==> src/rtl/vrf_pkg.sv <==
// Shared sizes, index type, vector type and round-robin pointer encoding
// for the vector register-file writeback path.
package vrf_pkg;

    localparam int unsigned NREG      = 32;
    localparam int unsigned REG_IDX_W = 5;
    localparam int unsigned WIDTH     = 16;

    typedef logic [REG_IDX_W-1:0]         reg_idx_t;
    typedef logic [WIDTH-1:0][WIDTH-1:0]  vec_t;

    typedef enum logic {
        PTR_ALU = 1'b0,
        PTR_LSU = 1'b1
    } rr_ptr_e;

    localparam int unsigned REQ_ALU = 0;
    localparam int unsigned REQ_LSU = 1;

endpackage

==> src/rtl/rr_arb2.sv <==
// Two-way round-robin arbiter: req[0]/grant[0] = ALU, req[1]/grant[1] = LSU.
// The pointer names the requester that wins a tie.
module rr_arb2 (
    input  logic       clk,
    input  logic       rst,
    input  logic [1:0] req,
    output logic [1:0] grant
);
    import vrf_pkg::*;

    rr_ptr_e ptr_q;
    rr_ptr_e ptr_d;

    always_ff @(posedge clk) begin
        if (!rst) begin
            ptr_q <= PTR_ALU;
        end else begin
            ptr_q <= ptr_d;
        end
    end

    always_comb begin
        grant = '0;
        ptr_d = ptr_q;
        if (rst) begin
            case (req)
                2'b01:   grant = 2'b01;
                2'b10:   grant = 2'b10;
                2'b11:   grant = (ptr_q == PTR_ALU) ? 2'b01 : 2'b10;
                default: grant = '0;
            endcase
            // After any grant the other requester gets priority.
            if (grant[REQ_ALU]) begin
                ptr_d = PTR_LSU;
            end else if (grant[REQ_LSU]) begin
                ptr_d = PTR_ALU;
            end
        end
    end

endmodule

==> src/rtl/vrf_wb_arbiter.sv <==
// Vector register-file writeback arbiter: issue scoreboard (RAW/WAW stall),
// ALU/LSU round-robin writeback arbitration and a one-cycle write-port register.
module vrf_wb_arbiter #(
    parameter int unsigned WIDTH = vrf_pkg::WIDTH,
    parameter int unsigned NREG  = vrf_pkg::NREG
) (
    input  logic                                clk,
    input  logic                                rst,
    input  logic                                issue_valid,
    input  logic [vrf_pkg::REG_IDX_W-1:0]       issue_rs1,
    input  logic [vrf_pkg::REG_IDX_W-1:0]       issue_rs2,
    input  logic [vrf_pkg::REG_IDX_W-1:0]       issue_rs3,
    input  logic [vrf_pkg::REG_IDX_W-1:0]       issue_rd,
    output logic                                issue_ready,
    input  logic                                alu_valid,
    input  logic [vrf_pkg::REG_IDX_W-1:0]       alu_rd,
    input  logic [WIDTH*WIDTH-1:0]              alu_wd,
    output logic                                alu_ready,
    input  logic                                lsu_valid,
    input  logic [vrf_pkg::REG_IDX_W-1:0]       lsu_rd,
    input  logic [WIDTH*WIDTH-1:0]              lsu_wd,
    output logic                                lsu_ready,
    output logic                                WEV,
    output logic [vrf_pkg::REG_IDX_W-1:0]       RD,
    output logic [WIDTH*WIDTH-1:0]              WD,
    output logic [NREG-1:0]                     busy,
    output logic                                err_wb
);
    import vrf_pkg::*;

    logic [1:0]           req;
    logic [1:0]           grant;
    logic                 gnt_valid;
    reg_idx_t             gnt_rd;
    logic [WIDTH*WIDTH-1:0] gnt_wd;

    logic [NREG-1:0]      busy_q, busy_d;
    logic                 err_q, err_d;
    logic                 wev_q, wev_d;
    reg_idx_t             rd_q, rd_d;
    logic [WIDTH*WIDTH-1:0] wd_q, wd_d;

    assign req = {lsu_valid, alu_valid};

    rr_arb2 u_arb (
        .clk   (clk),
        .rst   (rst),
        .req   (req),
        .grant (grant)
    );

    assign alu_ready = grant[REQ_ALU];
    assign lsu_ready = grant[REQ_LSU];
    assign gnt_valid = |grant;
    assign gnt_rd    = grant[REQ_LSU] ? lsu_rd : alu_rd;
    assign gnt_wd    = grant[REQ_LSU] ? lsu_wd : alu_wd;

    assign issue_ready = rst && issue_valid
                         && !busy_q[issue_rs1] && !busy_q[issue_rs2]
                         && !busy_q[issue_rs3] && !busy_q[issue_rd];

    always_comb begin
        busy_d = busy_q;
        err_d  = err_q;
        wev_d  = gnt_valid;
        rd_d   = rd_q;
        wd_d   = wd_q;
        if (gnt_valid) begin
            rd_d = gnt_rd;
            wd_d = gnt_wd;
            if (!busy_q[gnt_rd]) begin
                err_d = 1'b1;
            end
        end
        // Clear before set: the issue stall guarantees they never hit the same bit.
        if (wev_q) begin
            busy_d[rd_q] = 1'b0;
        end
        if (issue_ready) begin
            busy_d[issue_rd] = 1'b1;
        end
    end

    always_ff @(posedge clk) begin
        if (!rst) begin
            busy_q <= '0;
            err_q  <= 1'b0;
            wev_q  <= 1'b0;
            rd_q   <= '0;
            wd_q   <= '0;
        end else begin
            busy_q <= busy_d;
            err_q  <= err_d;
            wev_q  <= wev_d;
            rd_q   <= rd_d;
            wd_q   <= wd_d;
        end
    end

    assign WEV    = wev_q;
    assign RD     = rd_q;
    assign WD     = wd_q;
    assign busy   = busy_q;
    assign err_wb = err_q;

endmodule

==> config.mk <==
export PLATFORM = sky130hd
export DESIGN_NAME = vrf_wb_arbiter
export DESIGN_NICKNAME = d
export VERILOG_FILES = /design/src/rtl/vrf_pkg.sv /design/src/rtl/rr_arb2.sv /design/src/rtl/vrf_wb_arbiter.sv
export SDC_FILE = /design/constraint.sdc
export NUM_CORES = 1
export LEC_CHECK = 0
export CORE_AREA = 2 2 330 332
export DETAILED_ROUTE_END_ITERATION = 7
export DIE_AREA = 0 0 332 334
export GPL_TIMING_DRIVEN = 1
export HOLD_SLACK_MARGIN = 0.05
export PLACE_DENSITY = 0.47
export SYNTH_ARGS = -nofsm -noshare
export SYNTH_HDL_FRONTEND = slang
export SYNTH_HIERARCHICAL = 1
export SYNTH_SLANG_ARGS = --single-unit
==> constraint.sdc <==
create_clock -name clk -period 2.8 [get_ports clk]
set_input_delay 0.28 -clock clk [delete_from_list [all_inputs] [get_ports clk]]
set_output_delay 0.28 -clock clk [all_outputs]
set_load 0.02 [all_outputs]
---- Yosys cells after proc, flatten, opt, wreduce, memory -nomap -nowiden ----
Index checks and enable logic that the tools add are counted.
operators by class
  magnitude comparators ................... 8
  equality and inequality tests ........... 3
  multiplexer cells ....................... 24
  bitwise operators ....................... 4
  reductions and logical operators ........ 14
operators with widths
  kind                                                               count
  2-to-1 mux 256 bit                                                 1
  2-to-1 mux 32 bit                                                  2
  < comparator 5 x 6 -> 1 bit, second input constant                 6
  bitwise AND 32 bit                                                 1
  inverter 32 bit                                                    1
  OR 32 bit                                                          1
  binary-select mux 1 bit (select 5 bit)                             5
  demux 1 bit (select 5 bit)                                         2
  greater-or-equal comparator 5 x 1 -> 1 bit, second input constant  2
  2-to-1 mux 1 bit                                                   9
  logical AND 1 bit                                                  7
  2-to-1 mux 2 bit                                                   3
  one-hot mux 2 bit (3 select lines)                                 1
  2-to-1 mux 5 bit                                                   1
  equality test 2 bit, second input constant                         2
  zero test 1 bit                                                    4
  equality test 2 x 1 -> 1 bit, second input constant                1
  AND reduction 2 bit                                                1
  nonzero test 2 bit                                                 1
  OR reduction 2 bit                                                 1
  inverter 1 bit                                                     1
storage, ports and cells
  bits in registers ....................... 296
  output and inout port bits .............. 298
  logic and storage cells ................. 59

---- Logic depth before layout (Yosys ltp) ----
  depth in word-level cells ............... 9
  mapped depth ............................ 9
  gate-level depth less buffers ........... 8

---- By module ----
Netlist, hierarchy kept.
modules (own cells, without submodules)
  module          times used  cells each  area an instance (sq um)  seq. area each (sq um)
  vrf_wb_arbiter  1           1694        15144.5                   5905.7
  rr_arb2         1           7           62.6                      20.0

---- Worst setup path after synthesis ----
Ideal clock, no wire load.
  path kind ............................... register to register
  start point ............................. register u_arb.ptr_q
  end point ............................... register err_q (netlist: err_wb)
  setup time .............................. 0.059 ns
  arrival time ............................ 2.591 ns
  required time ........................... 2.741 ns
  slack ................................... 0.149 ns
  stages on the path, launching flop included .. 10
  path buffers ............................ 1
  period minus slack after synthesis ...... 2.651 ns
  path through ............................ dfxtp_1 -> nand2b_4 -> and3_1 -> clkbuf_1 -> mux2i_1 -> mux4_2 -> mux2i_1 -> nor2_1 -> a211oi_1 -> o31a_1
between the ends
  longest elaborated chain between the ends .. 9
RTL lines
  element                                   RTL line              text
  from (decl)                               rr_arb2.sv:11         rr_ptr_e ptr_q;
  from (signal assigned)                    rr_arb2.sv:18         ptr_q <= ptr_d;
  2-to-1 mux 2 bit (*)                      rr_arb2.sv:29         2'b11: grant = (ptr_q == PTR_ALU) ? 2'b01 : 2'b10;
  one-hot mux 2 bit (3 select lines) (*)    rr_arb2.sv:26         case (req)
  2-to-1 mux 2 bit (*) (2 in series)        rr_arb2.sv:25         if (rst) begin
  named net lsu_ready                       vrf_wb_arbiter.sv:22  output logic lsu_ready,
  2-to-1 mux 5 bit                          vrf_wb_arbiter.sv:55  assign gnt_rd = grant[REQ_LSU] ? lsu_rd : alu_rd;
  binary-select mux 1 bit (select 5 bit)    vrf_wb_arbiter.sv:71  if (!busy_q[gnt_rd]) begin
  2-to-1 mux 1 bit (implied by the code)    vrf_wb_arbiter.sv:71
  inverter 1 bit (no source line)           -
  AND reduction 2 bit (no source line) (*)  -
  to (signal assigned)                      vrf_wb_arbiter.sv:93  err_q <= err_d;
  to (decl)                                 vrf_wb_arbiter.sv:38  logic err_q, err_d;
The timed path passes the listed nets; every way through them passes the cells marked *. The select of a mux whose other input is x is not followed.
A chain may end at the register's enable or synchronous reset.

---- Worst setup path after layout ----
  start point ............................. input issue_rs3[1] (netlist bit)
  end point ............................... output issue_ready
between the ends
  longest elaborated chain between the ends .. 5
RTL lines
  element                                 RTL line              text
  from (decl)                             vrf_wb_arbiter.sv:12  input logic [vrf_pkg::REG_IDX_W-1:0] issue_rs3,
  binary-select mux 1 bit (select 5 bit)  vrf_wb_arbiter.sv:60  && !busy_q[issue_rs3] && !busy_q[issue_rd];
  2-to-1 mux 1 bit (implied by the code)  vrf_wb_arbiter.sv:60
  zero test 1 bit                         vrf_wb_arbiter.sv:60
  logical AND 1 bit (2 in series)         vrf_wb_arbiter.sv:60
  to (decl)                               vrf_wb_arbiter.sv:14  output logic issue_ready,
Every way passes these cells. The select of a mux whose other input is x is not followed.

==> out/summary.txt <==
Status -> finished, violations left
Failing checks -> negative setup slack
Drc violations -> 0
Period utilization -> 102%
Die width -> 332 um
Nets@finish -> 3124
Leak Pwr -> 9.98 nW
Synth-to-Final Area Change -> 80.9%
H-tree levels -> 2
Overall routing resource usage -> 13.6%
Vias in the first global route -> 15700
Worst hold-check path type -> input port to flip-flop
Cts bufs inserted -> 40
Worst EP required -> 2.52 ns
GPL Wtd Cong -> 0.875
Slew headroom -> 29.4%
Critical path's top delay family -> compound AO/OA/AOI/OAI gates
Syn nets -> 2248
Netlist cell types -> 48
Slowest CP cell -> mux4_2
Avg Vias per Cell -> 3.92
Pin count of the biggest net entering global routing -> 169
Share of cells above drive strength 1 -> 9.67%
Register area share after synthesis -> 39.0%
Gr ovfl total -> 0
Die H -> 334 um
Final worst slack -> -0.0453 ns
Synth area leaders -> dfxtp_1 (39%), mux2i_1 (19%), and2_1 (11%)
Ports -> 845
Row Count -> 121
Share of the synthesized area in the top cell type -> 39.0%
Clk pin slew, worst setup/hold paths -> 0.06 ns
First-pass GRT wire length -> 112000 um
Util after Layout -> 25.5%
I/O Buffers -> 844
Area leader, netlist -> dfxtp_1
Mapped Cells -> 1701
Commonest cells post-synth -> dfxtp_1 (296), mux2i_1 (285), nand2_1 (266)
Initial antenna violation count -> 17
RSZ-0062 raised after global routing -> true
Primary FF master, synth -> dfxtp_1
Worst path buffer plus inverter count -> 3
Hold buffers post-CTS -> 0
DIE AREA -> 111000 um2
VDD IR max -> 0.307 mV
CTS max path bufs -> 3
Clock root cell -> clkbuf_16
Filler Cells Inserted -> 11700
Syn avg cell area -> 8.94 um2
Drt total wl -> 80100 um
Synth Warn # -> 6
Clk sink count -> 296
Fin crit period -> 2.85 ns
Setup crit end kind -> primary output
Core area -> 108000 um2
Async S/R FF share, synth -> 0%
Slew @ Worst Pin -> 1.06 ns
Post-synth EDFFs -> 0
DP HPWL -> 62400 um
Average wire per standard cell -> 19.9 um
Setup WS pre-CTS -> -0.610 ns
CTS tree -> built
DRT Pass-1 Iters -> 5
FF/Latch Area -> 5930 um2
Crit path DAT -> 2.57 ns
Mapped cell area -> 15200 um2
Vias -> 15800
Maxcap violations -> 0
Area taken by multi-input logic gates -> 8730 um2
CP max FO -> 7
Startpoint types -> input port
Final hold vios -> 0
Initial Utilization -> 14.1%
Critical Path Most Common Cell -> buf_6
PwrDens -> 477 nW/um2
Fmax -> 0.351 GHz
CP peak stage delay -> 0.51 ns
Synthesized flop and latch total -> 296
Fin. max-slew vios -> 0
Clk Latency, worst-skew pair -> 0.59 ns
Post-route ant nets -> 0
Final Skew -> 0.0177 ns
Worst-path cell chain -> clkdlybuf4s50_1, buf_6, mux4_2, a32oi_1, o21ai_1, a311o_1, a311o_4, nor2_4, buf_6
# setup viols final -> 1
CP Class -> input port to primary output
Most numerous cell in the Yosys netlist -> dfxtp_1
Initial DRC Count -> 770
-- path summary, 6_finish.rpt --
path / slack (ns) / to / start / cells past startpoint
max: -0.05 / issue_ready / issue_rs3[1] / 9
min: 0.27 / WD[28] / rst / 3
max reg2reg: 0.16 / busy[1] / busy[19] / 9
min reg2reg: 0.53 / u_arb/ptr_q / u_arb/ptr_q / 2
-- kinds of logic (layout without fill, tap and decap cells) --
kind of cell | Yosys count | after routing | share of synthesized area (%)
AO/OA/AOI/OAI | 358 | 358 | 14.0
buffers and inverters | 148 | 1054 | 3.92
flip-flops | 296 | 296 | 39.0
multiplexers | 322 | 322 | 23.7
other | 0 | 7 | 0
AND/OR/NAND/NOR | 577 | 577 | 19.3
-- worst register-to-register path: stages, from the launching register on --
cell	delay (ns)
dfxtp_1	0.31
buf_4	0.17
mux4_2	0.44
mux2_2	0.28
and3_1	0.21
a21oi_2	0.11
nand4_1	0.17
buf_4	0.19
buf_4	0.25
o41ai_1	0.40
-- cell usage in the layout (no fill, tap or decap), drive strengths merged, types with 9 or more instances in the layout --
master / netlist / layout
clkdlybuf4s50: 0 / 840
dfxtp: 296 / 296
mux2i: 285 / 285
nand2: 266 / 266
o21ai: 262 / 262
and2: 256 / 256
buf: 24 / 136
clkbuf: 121 / 61
o211ai: 32 / 32
o41ai: 32 / 32
mux4: 30 / 30
nand3b: 13 / 13
nor2: 11 / 11
clkinv: 0 / 9
-- stage by stage --
stage,hold WS [ns],power (W),area [um2],setup TNS (ns),std cells
after floorplan,0.421,0.00595,15200,0,1701
after global placement,0.515,0.00777,26100,-10.62,3948
after detailed placement,0.522,0.00777,26100,-10.88,3948
after CTS,0.277,0.0133,27500,-0.0804,4020
after global routing,0.319,0.0137,27500,-0.132,4026
final,0.266,0.0131,27500,-0.0453,4028
-- where the power goes --
| part | leakage, nW | internal, W | switching, W |
|---|---|---|---|
| sequential | 2.43 | 0.00448 | 0.000179 |
| clock | 0.674 | 0.00325 | 0.00219 |
| combinational | 6.88 | 0.00168 | 0.00133 |
| total | 9.98 | 0.00942 | 0.00370 |
-- cell type report --
cell class                      instances  area share [%]
Timing Repair Buffer                  979            35.3
Multi-Input combinational cell       1257            31.7
Sequential cell                       296            21.5
Tap cell                             1414            6.43
Clock buffer                           60            4.39
Clock inverter                         12           0.532
Antenna cell                            7          0.0637
Inverter                                3          0.0409
-- layer usage --
metal / GRT usage (%) / routed length (um) / part of all wire [%]
met1: 17.4 / 35000 / 44
met2: 21.7 / 36700 / 46
met3: 4.37 / 6460 / 8.1
met4: 4.33 / 1960 / 2.4
met5: 0 / 40 / 0.050
-- flip-flops by register name, indices dropped and copies added, names as in the netlist --
| signal | count |
|---|---|
| RD | 5 |
| WD | 256 |
| WEV | 1 |
| busy | 32 |
| err_wb | 1 |
| u_arb/ptr_q | 1 |
-- what timing repair did --
action,in CTS,in global routing
setup buffers,0,1
resized for setup,14,3
endpoints found under the setup margin,1,1
gates cloned,0,0
pin swaps,0,1
(Power assumes the default switching activity.)
